### config.mk
export PLATFORM = sky130hd
export DESIGN_NAME = mib_slave_flat
export DESIGN_NICKNAME = d
export VERILOG_FILES = /design/src/rtl/mib_slave_if.sv /design/src/rtl/mib_slave.sv /design/src/flat_wrapper.sv
export SDC_FILE = /design/constraint.sdc
export NUM_CORES = 1
export LEC_CHECK = 0
export ABC_CLOCK_PERIOD_IN_PS = 4950
export CAP_MARGIN = 20
export CORE_ASPECT_RATIO = 1.75
export CORE_MARGIN = 3
export CORE_UTILIZATION = 30
export CTS_BUF_LIST = sky130_fd_sc_hd__clkbuf_8
export CTS_CLUSTER_SIZE = 30
export DETAILED_ROUTE_END_ITERATION = 12
export HOLD_SLACK_MARGIN = 0.06
export SLEW_MARGIN = 20
export SYNTH_ARGS = -nofsm -noshare
export SYNTH_HDL_FRONTEND = slang
export SYNTH_SLANG_ARGS = --single-unit
### constraint.sdc
create_clock -name i_sysclk -period 4.95 [get_ports i_sysclk]
set_input_delay 0.7425 -clock i_sysclk [delete_from_list [all_inputs] [get_ports i_sysclk]]
set_output_delay 0.7425 -clock i_sysclk [all_outputs]
set_load 0.01 [all_outputs]
### src/rtl/mib_slave_if.sv
// Internal command bus between a MIB responder (master side) and the block it serves.
interface intf_cmd;
  logic        sel;
  logic        rd_wr_n;
  logic [23:0] byte_addr;
  logic [31:0] wdata;
  logic [31:0] rdata;
  logic        ack;

  modport master (
    output sel,
    output rd_wr_n,
    output byte_addr,
    output wdata,
    input  rdata,
    input  ack
  );

  modport slave (
    input  sel,
    input  rd_wr_n,
    input  byte_addr,
    input  wdata,
    output rdata,
    output ack
  );
endinterface

### src/rtl/mib_slave.sv
// MIB bus responder: decodes start / two address phases / two write-data phases, issues one
// internal command per selected cycle, then acks writes or returns read data in two phases.
module mib_slave #(
  parameter logic [7:0]  P_SLAVE_ADDR_HI        = 8'h00,
  parameter int unsigned P_CMD_ACK_TIMEOUT_CLKS = 16
) (
  input  logic         i_sysclk,
  input  logic         i_srst_n,
  intf_cmd.master      cmd_master,
  output logic         o_cmd_timeout,
  input  logic         i_mib_start,
  input  logic         i_mib_rd_wr_n,
  input  logic [15:0]  i_mib_ad,
  output logic [15:0]  o_mib_ad,
  output logic         o_mib_ad_high_z,
  output logic         o_mib_slave_ack,
  output logic         o_mib_ack_high_z
);

  localparam int unsigned CntW = $clog2(P_CMD_ACK_TIMEOUT_CLKS + 1);

  typedef enum logic [3:0] {
    StIdle, StAddr2, StWdata1, StWdata2, StCmdIssue, StCmdWait, StMibAck, StRdata1, StRdata2
  } state_e;

  state_e state_q, state_d;

  logic            start_r, rd_wr_n_r;
  logic [15:0]     ad_r;
  logic            rd_q, rd_d;
  logic [23:0]     addr_q, addr_d;
  logic [31:0]     wdata_q, wdata_d;
  logic [31:0]     rdata_q, rdata_d;
  logic [CntW-1:0] cnt_q, cnt_d;
  logic            timeout_d;
  logic            sel_q, sel_d;
  logic            ack_d, ack_hz_d, ad_hz_d;
  logic [15:0]     ad_d;

  // Next-state and transaction latching; all decode uses the registered bus copies.
  always_comb begin
    state_d   = state_q;
    rd_d      = rd_q;
    addr_d    = addr_q;
    wdata_d   = wdata_q;
    rdata_d   = rdata_q;
    cnt_d     = cnt_q;
    timeout_d = 1'b0;
    unique case (state_q)
      StIdle: begin
        if (start_r && (ad_r[7:0] == P_SLAVE_ADDR_HI)) begin
          rd_d           = rd_wr_n_r;
          addr_d[23:16]  = ad_r[7:0];
          state_d        = StAddr2;
        end
      end
      StAddr2: begin
        addr_d[15:0] = ad_r;
        state_d      = rd_q ? StCmdIssue : StWdata1;
      end
      StWdata1: begin
        wdata_d[31:16] = ad_r;
        state_d        = StWdata2;
      end
      StWdata2: begin
        wdata_d[15:0] = ad_r;
        state_d       = StCmdIssue;
      end
      StCmdIssue: begin
        cnt_d   = '0;
        state_d = StCmdWait;
      end
      StCmdWait: begin
        // An ack on the last allowed clock still wins over the timeout.
        if (cmd_master.ack) begin
          rdata_d = cmd_master.rdata;
          cnt_d   = '0;
          state_d = rd_q ? StRdata1 : StMibAck;
        end else if (cnt_q == CntW'(P_CMD_ACK_TIMEOUT_CLKS - 1)) begin
          timeout_d = 1'b1;
          cnt_d     = '0;
          state_d   = StIdle;
        end else begin
          cnt_d = cnt_q + CntW'(1);
        end
      end
      StMibAck: state_d = StIdle;
      StRdata1: state_d = StRdata2;
      StRdata2: state_d = StIdle;
      default:  state_d = StIdle;
    endcase
  end

  // Output decode from the next state so every output comes straight from a flop.
  always_comb begin
    sel_d    = (state_d == StCmdIssue);
    ack_d    = (state_d == StMibAck) || (state_d == StRdata1);
    ack_hz_d = !((state_d == StMibAck) || (state_d == StRdata1) || (state_d == StRdata2));
    ad_hz_d  = !((state_d == StRdata1) || (state_d == StRdata2));
    ad_d     = 16'h0000;
    if (state_d == StRdata1) ad_d = rdata_d[31:16];
    if (state_d == StRdata2) ad_d = rdata_d[15:0];
  end

  // State, input capture and output registers with synchronous reset.
  always_ff @(posedge i_sysclk) begin
    if (!i_srst_n) begin
      state_q          <= StIdle;
      start_r          <= 1'b0;
      rd_wr_n_r        <= 1'b0;
      ad_r             <= 16'h0000;
      rd_q             <= 1'b0;
      addr_q           <= 24'h000000;
      wdata_q          <= 32'h0000_0000;
      rdata_q          <= 32'h0000_0000;
      cnt_q            <= '0;
      sel_q            <= 1'b0;
      o_cmd_timeout    <= 1'b0;
      o_mib_slave_ack  <= 1'b0;
      o_mib_ack_high_z <= 1'b1;
      o_mib_ad_high_z  <= 1'b1;
      o_mib_ad         <= 16'h0000;
    end else begin
      state_q          <= state_d;
      start_r          <= i_mib_start;
      rd_wr_n_r        <= i_mib_rd_wr_n;
      ad_r             <= i_mib_ad;
      rd_q             <= rd_d;
      addr_q           <= addr_d;
      wdata_q          <= wdata_d;
      rdata_q          <= rdata_d;
      cnt_q            <= cnt_d;
      sel_q            <= sel_d;
      o_cmd_timeout    <= timeout_d;
      o_mib_slave_ack  <= ack_d;
      o_mib_ack_high_z <= ack_hz_d;
      o_mib_ad_high_z  <= ad_hz_d;
      o_mib_ad         <= ad_d;
    end
  end

  assign cmd_master.sel       = sel_q;
  assign cmd_master.rd_wr_n   = rd_q;
  assign cmd_master.byte_addr = addr_q;
  assign cmd_master.wdata     = wdata_q;

endmodule
### src/flat_wrapper.sv
// flat-port wrapper written by rule: the top's interface ports become plain ports
module mib_slave_flat 
#(
  parameter logic [7:0]  P_SLAVE_ADDR_HI        = 8'h00,
  parameter int unsigned P_CMD_ACK_TIMEOUT_CLKS = 16
)
  (i_sysclk, i_srst_n, o_cmd_timeout, i_mib_start, i_mib_rd_wr_n, i_mib_ad, o_mib_ad, o_mib_ad_high_z, o_mib_slave_ack, o_mib_ack_high_z, cmd_master_sel, cmd_master_rd_wr_n, cmd_master_byte_addr, cmd_master_wdata, cmd_master_rdata, cmd_master_ack);
  intf_cmd cmd_master_i ();
  input  logic i_sysclk;
  input  logic i_srst_n;
  output logic o_cmd_timeout;
  input  logic i_mib_start;
  input  logic i_mib_rd_wr_n;
  input  logic [15:0] i_mib_ad;
  output logic [15:0] o_mib_ad;
  output logic o_mib_ad_high_z;
  output logic o_mib_slave_ack;
  output logic o_mib_ack_high_z;
  output wire logic [$bits(cmd_master_i.sel)-1:0] cmd_master_sel;
  output wire logic [$bits(cmd_master_i.rd_wr_n)-1:0] cmd_master_rd_wr_n;
  output wire logic [$bits(cmd_master_i.byte_addr)-1:0] cmd_master_byte_addr;
  output wire logic [$bits(cmd_master_i.wdata)-1:0] cmd_master_wdata;
  input wire logic [$bits(cmd_master_i.rdata)-1:0] cmd_master_rdata;
  input wire logic [$bits(cmd_master_i.ack)-1:0] cmd_master_ack;
  assign cmd_master_sel = cmd_master_i.sel;
  assign cmd_master_rd_wr_n = cmd_master_i.rd_wr_n;
  assign cmd_master_byte_addr = cmd_master_i.byte_addr;
  assign cmd_master_wdata = cmd_master_i.wdata;
  assign cmd_master_i.rdata = cmd_master_rdata;
  assign cmd_master_i.ack = cmd_master_ack;
  mib_slave #(.P_SLAVE_ADDR_HI(P_SLAVE_ADDR_HI), .P_CMD_ACK_TIMEOUT_CLKS(P_CMD_ACK_TIMEOUT_CLKS)) u_core (.i_sysclk(i_sysclk), .i_srst_n(i_srst_n), .cmd_master(cmd_master_i), .o_cmd_timeout(o_cmd_timeout), .i_mib_start(i_mib_start), .i_mib_rd_wr_n(i_mib_rd_wr_n), .i_mib_ad(i_mib_ad), .o_mib_ad(o_mib_ad), .o_mib_ad_high_z(o_mib_ad_high_z), .o_mib_slave_ack(o_mib_slave_ack), .o_mib_ack_high_z(o_mib_ack_high_z));
endmodule
; Yosys cells after proc, flatten, opt, wreduce, memory -nomap -nowiden
; Index checks and enable logic that the tools add are counted.
; W data, S select, Z words.
[op_classes]
addsub = 1
multipliers = 0
div = 0
magnitude_cmp = 0
eq_ne = 11
shifts = 0
muxes = 14
bitwise_logic = 2
reduce_logical = 11
[ops]
columns = op, n
row1 = $mux W32, 2
row2 = $mux W16, 2
row3 = $pmux W4 S7, 1
row4 = $eq A4 B3 Y1 const B, 6
row5 = $mux W4, 3
row6 = $mux W5, 2
row7 = $pmux W5 S2, 1
row8 = $eq A4 B2 Y1 const B, 2
row9 = $logic_not A8 Y1, 1
row10 = $add A5 B1 Y5 const B, 1
row11 = $eq A5 B4 Y1 const B, 1
row12 = $eq A4 B1 Y1 const B, 1
row13 = $eq A4 B4 Y1 const B, 1
row14 = $logic_not A4 Y1, 1
row15 = $logic_or A1 B1 Y1, 3
row16 = $mux W3, 1
row17 = $reduce_or A3 Y1, 1
row18 = $logic_not A1 Y1, 2
row19 = $mux W1, 2
row20 = $not A1 Y1, 2
row21 = $reduce_and A2 Y1, 1
row22 = $reduce_bool A2 Y1, 1
row23 = $logic_and A1 B1 Y1, 1
[totals]
reg_bits = 137
latchBits = 0
ram_bits = 0
rom_bits = 0
inputBits = 53
out_inout_bits = 78
elab_cells = 56
memories = 0

; Longest topological paths before layout
[logic_depth]
ltp_word = 8
mapped_depth = 8

; Worst setup path before layout
; Ideal clock, no wire load.
[synth_timing]
kind = input-to-reg
startpoint = input i_srst_n
endpoint = register u_core.o_mib_ad[15]
setup_ps = 69
arrival_time_ps = 1696
setup_slack_ps = 3184
stages = 5
path_buffers = 3
path_cell_list = clkbuf_1 -> clkbuf_1 -> clkbuf_1 -> nand4_1 -> o21ai_1
[synth_lines]
columns = element, line_no
row1 = start: declaration, flat_wrapper.sv:10  ; input logic i_srst_n;
row2 = end signal: assignment, mib_slave.sv:122  ; o_mib_ad <= 16'h0000;
row3 = end signal: assignment, mib_slave.sv:138  ; o_mib_ad <= ad_d;
row4 = end: declaration, mib_slave.sv:14  ; output logic [15:0] o_mib_ad,

; Worst setup path in the final report
[layout_timing]
startpoint = register u_core.rd_q (netlist: u_core.cmd_master.rd_wr_n)
endpoint = output cmd_master_rd_wr_n
[layout_lines]
columns = element, line_no
row1 = start: declaration, mib_slave.sv:30  ; logic rd_q, rd_d;
row2 = start signal: assignment, mib_slave.sv:128  ; rd_q <= rd_d;
row3 = end: declaration, flat_wrapper.sv:20  ; output wire logic [$bits(cmd_master_i.rd_wr_n)-1:0] cmd_master_rd_wr_n;
; No word-level cell between the ends.

==> impl_metrics.py <==
metrics = {
    "detailed_routing": {
        "drc": 0,
        "via_per_inst": 4.554,
        "num_vias": 3516,
        "drtPass1Iterations": 4,
        "wl_per_cell_um": 15.32,
        "ant_nets": 0,
        "drt-initial-drc-count": 120,
        "wl_um": 11830,
    },
    "timing": {
        "setup_slack_ps": 2438,
        "tns_ps": 0,
        "timing.fmax_mhz": 398.1,
        "slew_violations": 0,
        "rsz0062_at_grt": "false",
        "setup_viol": 0,
        "finalCritPeriodShare": 0.5075,
        "clock_skew_ps": 7.556,
        "fin_crit_ps": 2512,
        "worst_pin_slew_ps": 926.0,
        "final_hold_viol_count": 0,
        "max_slew_margin": 0.3800,
    },
    "yosys": {
        "yosys_register_bits": 121,
        "synth_nets": 519,
        "yosys-top-cells-count": "dfxtp_1, nand2_1, a21boi_0",
        "synth_edf_count": 0,
        "yosysMostFrequentCell": "dfxtp_1",
        "ys_types": 48,
        "synth_area_um2": 4493,
        "async_flop_share": 0,
        "synth.area.top_cells": "dfxtp_1, nand2_1, a21boi_0, a21boi_1, and2_1",
        "synthFlopType": "dfxtp_1",
        "synth_area_per_cell_um2": 9.662,
        "yosys_warnings": 0,
        "post-synth-top-area-fraction": 0.5391,
        "netlist_instances": 465,
        "yosysTopAreaCell": "dfxtp_1",
        "yosysSeqAreaShare": 0.5391,
    },
    "critical_path": {
        "worst_ep_required_time_ps": 4210,
        "worstReg2RegEnd": "u_core.o_mib_ad[6]",
        "slowest_stage": "dfxtp_1",
        "r2r-start": "u_core.state_q[2]",
        "end_kind": "output port",
        "critical_path_class": "register to output port",
        "cp_num_buf_inv": 1,
        "path_delay_family": "flip-flops",
        "regToRegSetupSlack_ps": 2790,
        "critical_path_peak_fanout": 14,
        "max_stage_delay_ps": 700,
        "crit_chain": "clkdlybuf4s50_1",
        "cp.arrival_ps": 1770,
        "r2r_cells": 4,
        "cp-start-kind": "register",
    },
    "place": {
        "place_ws_ps": 2129,
        "hpwl_um": 8569,
        "globalplace.congestion": 0.7337,
        "port_buffers": 130,
        "dpl-instance-area_um2": 5804,
    },
    "pwr": {
        "irDropWorstVdd_uv": 161.7,
        "power.density_nw_per_um2": 302.6,
        "leakagePower_uw": 0.002106,
    },
    "clock_network": {
        "cts_buffers": 17,
        "cts.sinks": 121,
        "cts_setup_buffers": 0,
        "cts_resized": 0,
        "cts_tree": "built",
        "cts-root-buf": "clkbuf_8",
        "path_clk_slew_ps": 70,
        "cts_hold_buf": 0,
        "h-tree-depth": 4,
        "clockBufferDepth": 2,
        "clk_latency_ps": 420,
    },
    "finish": {
        "drive_above_1_share": 0.08784,
        "antenna_cells": 0,
        "utilization": 0.4245,
        "fin_area_um2": 6161,
        "fillCellCount": 1463,
        "synthToLayoutAreaGrowth_pct": 37.12,
        "seq_area_um2": 2422,
        "fin_nets": 633,
        "multi_input_comb_area_um2": 1849,
    },
    "global_routing": {
        "antenna_found_initial": 0,
        "grt_max_degree": 70,
        "grtUsageTotal": 0.1461,
        "grt_pass1_vias": 3678,
        "overflow": 0,
        "grt_pass1_wl_um": 19020,
    },
    "worst_hold_path": {
        "min_from": "u_core.cmd_master.wdata[9]",
        "hold_class": "register to register",
        "hold_depth": 2,
        "hold_path_end": "u_core.cmd_master.wdata[9]",
    },
    "floorplan": {
        "fp.dieH_um": 167.9,
        "coreArea_um2": 14510,
        "fp.dieW_um": 98.51,
        "io_pins": 131,
        "rows": 58,
        "start_util": 0.3096,
        "dieArea_um2": 16540,
    },
    "status": {
        "status": "complete, no violations",
    },
    "job": {
        "drv_cap": 0,
    },
}
==> kinds of logic (layout without fill, tap and decap cells) <==
group	count (synthesis)	in the layout	share of synthesized area
AOI/OAI and AO/OA	88	88	0.1493
adders and majority gates	1	1	0.002784
buffers and inverters	39	166	0.05096
DFF	121	121	0.5391
muxes	9	9	0.02005
and+or+nand+nor	207	207	0.2378
==> cells in the final DEF (no fill, tap or decap), types with 3 or more instances in the layout <==
master / instances
nor2b_1: 19
clkdlybuf4s50_1: 129
a21boi_2: 6
and2_1: 23
o21ai_1: 8
a21boi_0: 30
o21ai_0: 3
clkbuf_8: 17
nand2b_1: 5
mux2i_1: 9
nand4_1: 9
and3_1: 10
a21boi_1: 23
clkinv_2: 5
nand2_1: 111
inv_1: 6
nor2_1: 5
clkinvlp_4: 3
clkinv_4: 3
a22oi_1: 8
nand2_2: 7
dfxtp_1: 121
==> cell type report <==
| type | count | area share |
|---|---|---|
| inverters | 3 | 0.001828 |
| multi-input cells | 305 | 0.3002 |
| well taps | 180 | 0.03656 |
| clock inverters | 15 | 0.01868 |
| clock buffers | 17 | 0.03798 |
| repair buffers | 131 | 0.2116 |
| flip-flops and latches | 121 | 0.3932 |
==> how the worst max path moves through the flow <==
stage	end	startpoint	slack, ps	cells past startpoint
after floorplan	u_core.o_mib_ad[15]	i_srst_n	3180	5
after global placement	u_core.o_mib_ad[4]	cmd_master_ack	2220	4
after detailed placement	u_core.o_mib_ad[6]	cmd_master_ack	2130	4
after CTS	cmd_master_rd_wr_n	u_core.cmd_master.rd_wr_n	2390	1
after global routing	cmd_master_rd_wr_n	u_core.cmd_master.rd_wr_n	2300	1
final	cmd_master_rd_wr_n	u_core.cmd_master.rd_wr_n	2440	1
==> through the flow <==
stage	cells	total power, uW	hold slack (ps)
after CTS	772	1893	456.3
after floorplan	465	1053	434.7
after detailed placement	740	1113	446.8
final	772	1864	452.4
after global routing	772	1942	478.3
after global placement	740	1113	441.7
==> routing by layer <==
metal | GRT usage | vias to the layer above | routed length (um)
met1 | 0.1485 | 1626 | 4601
li1 | - | 1782 | -
met2 | 0.2779 | 94 | 6457
met5 | 0 | - | 0
met3 | 0.04270 | 14 | 598
met4 | 0.05113 | 0 | 170
==> registers in the layout, indices dropped and copies added (netlist names) <==
register / flops
u_core.ad_r: 16
u_core.cmd_master.byte_addr: 24
u_core.cmd_master.rd_wr_n: 1
u_core.cmd_master.sel: 1
u_core.cmd_master.wdata: 32
u_core.cnt_q: 5
u_core.o_cmd_timeout: 1
u_core.o_mib_ack_high_z: 1
u_core.o_mib_ad: 16
u_core.o_mib_ad_high_z: 1
u_core.o_mib_slave_ack: 1
u_core.rd_wr_n_r: 1
u_core.rdata_q: 16
u_core.start_r: 1
u_core.state_q: 4
==> power by group <==
group	switching, uW	internal (uW)
sequential	12.9	984
combinational	34.1	58.5
clock	387	387
total	434	1430
No activity file was read; power rests on OpenSTA's default activity.
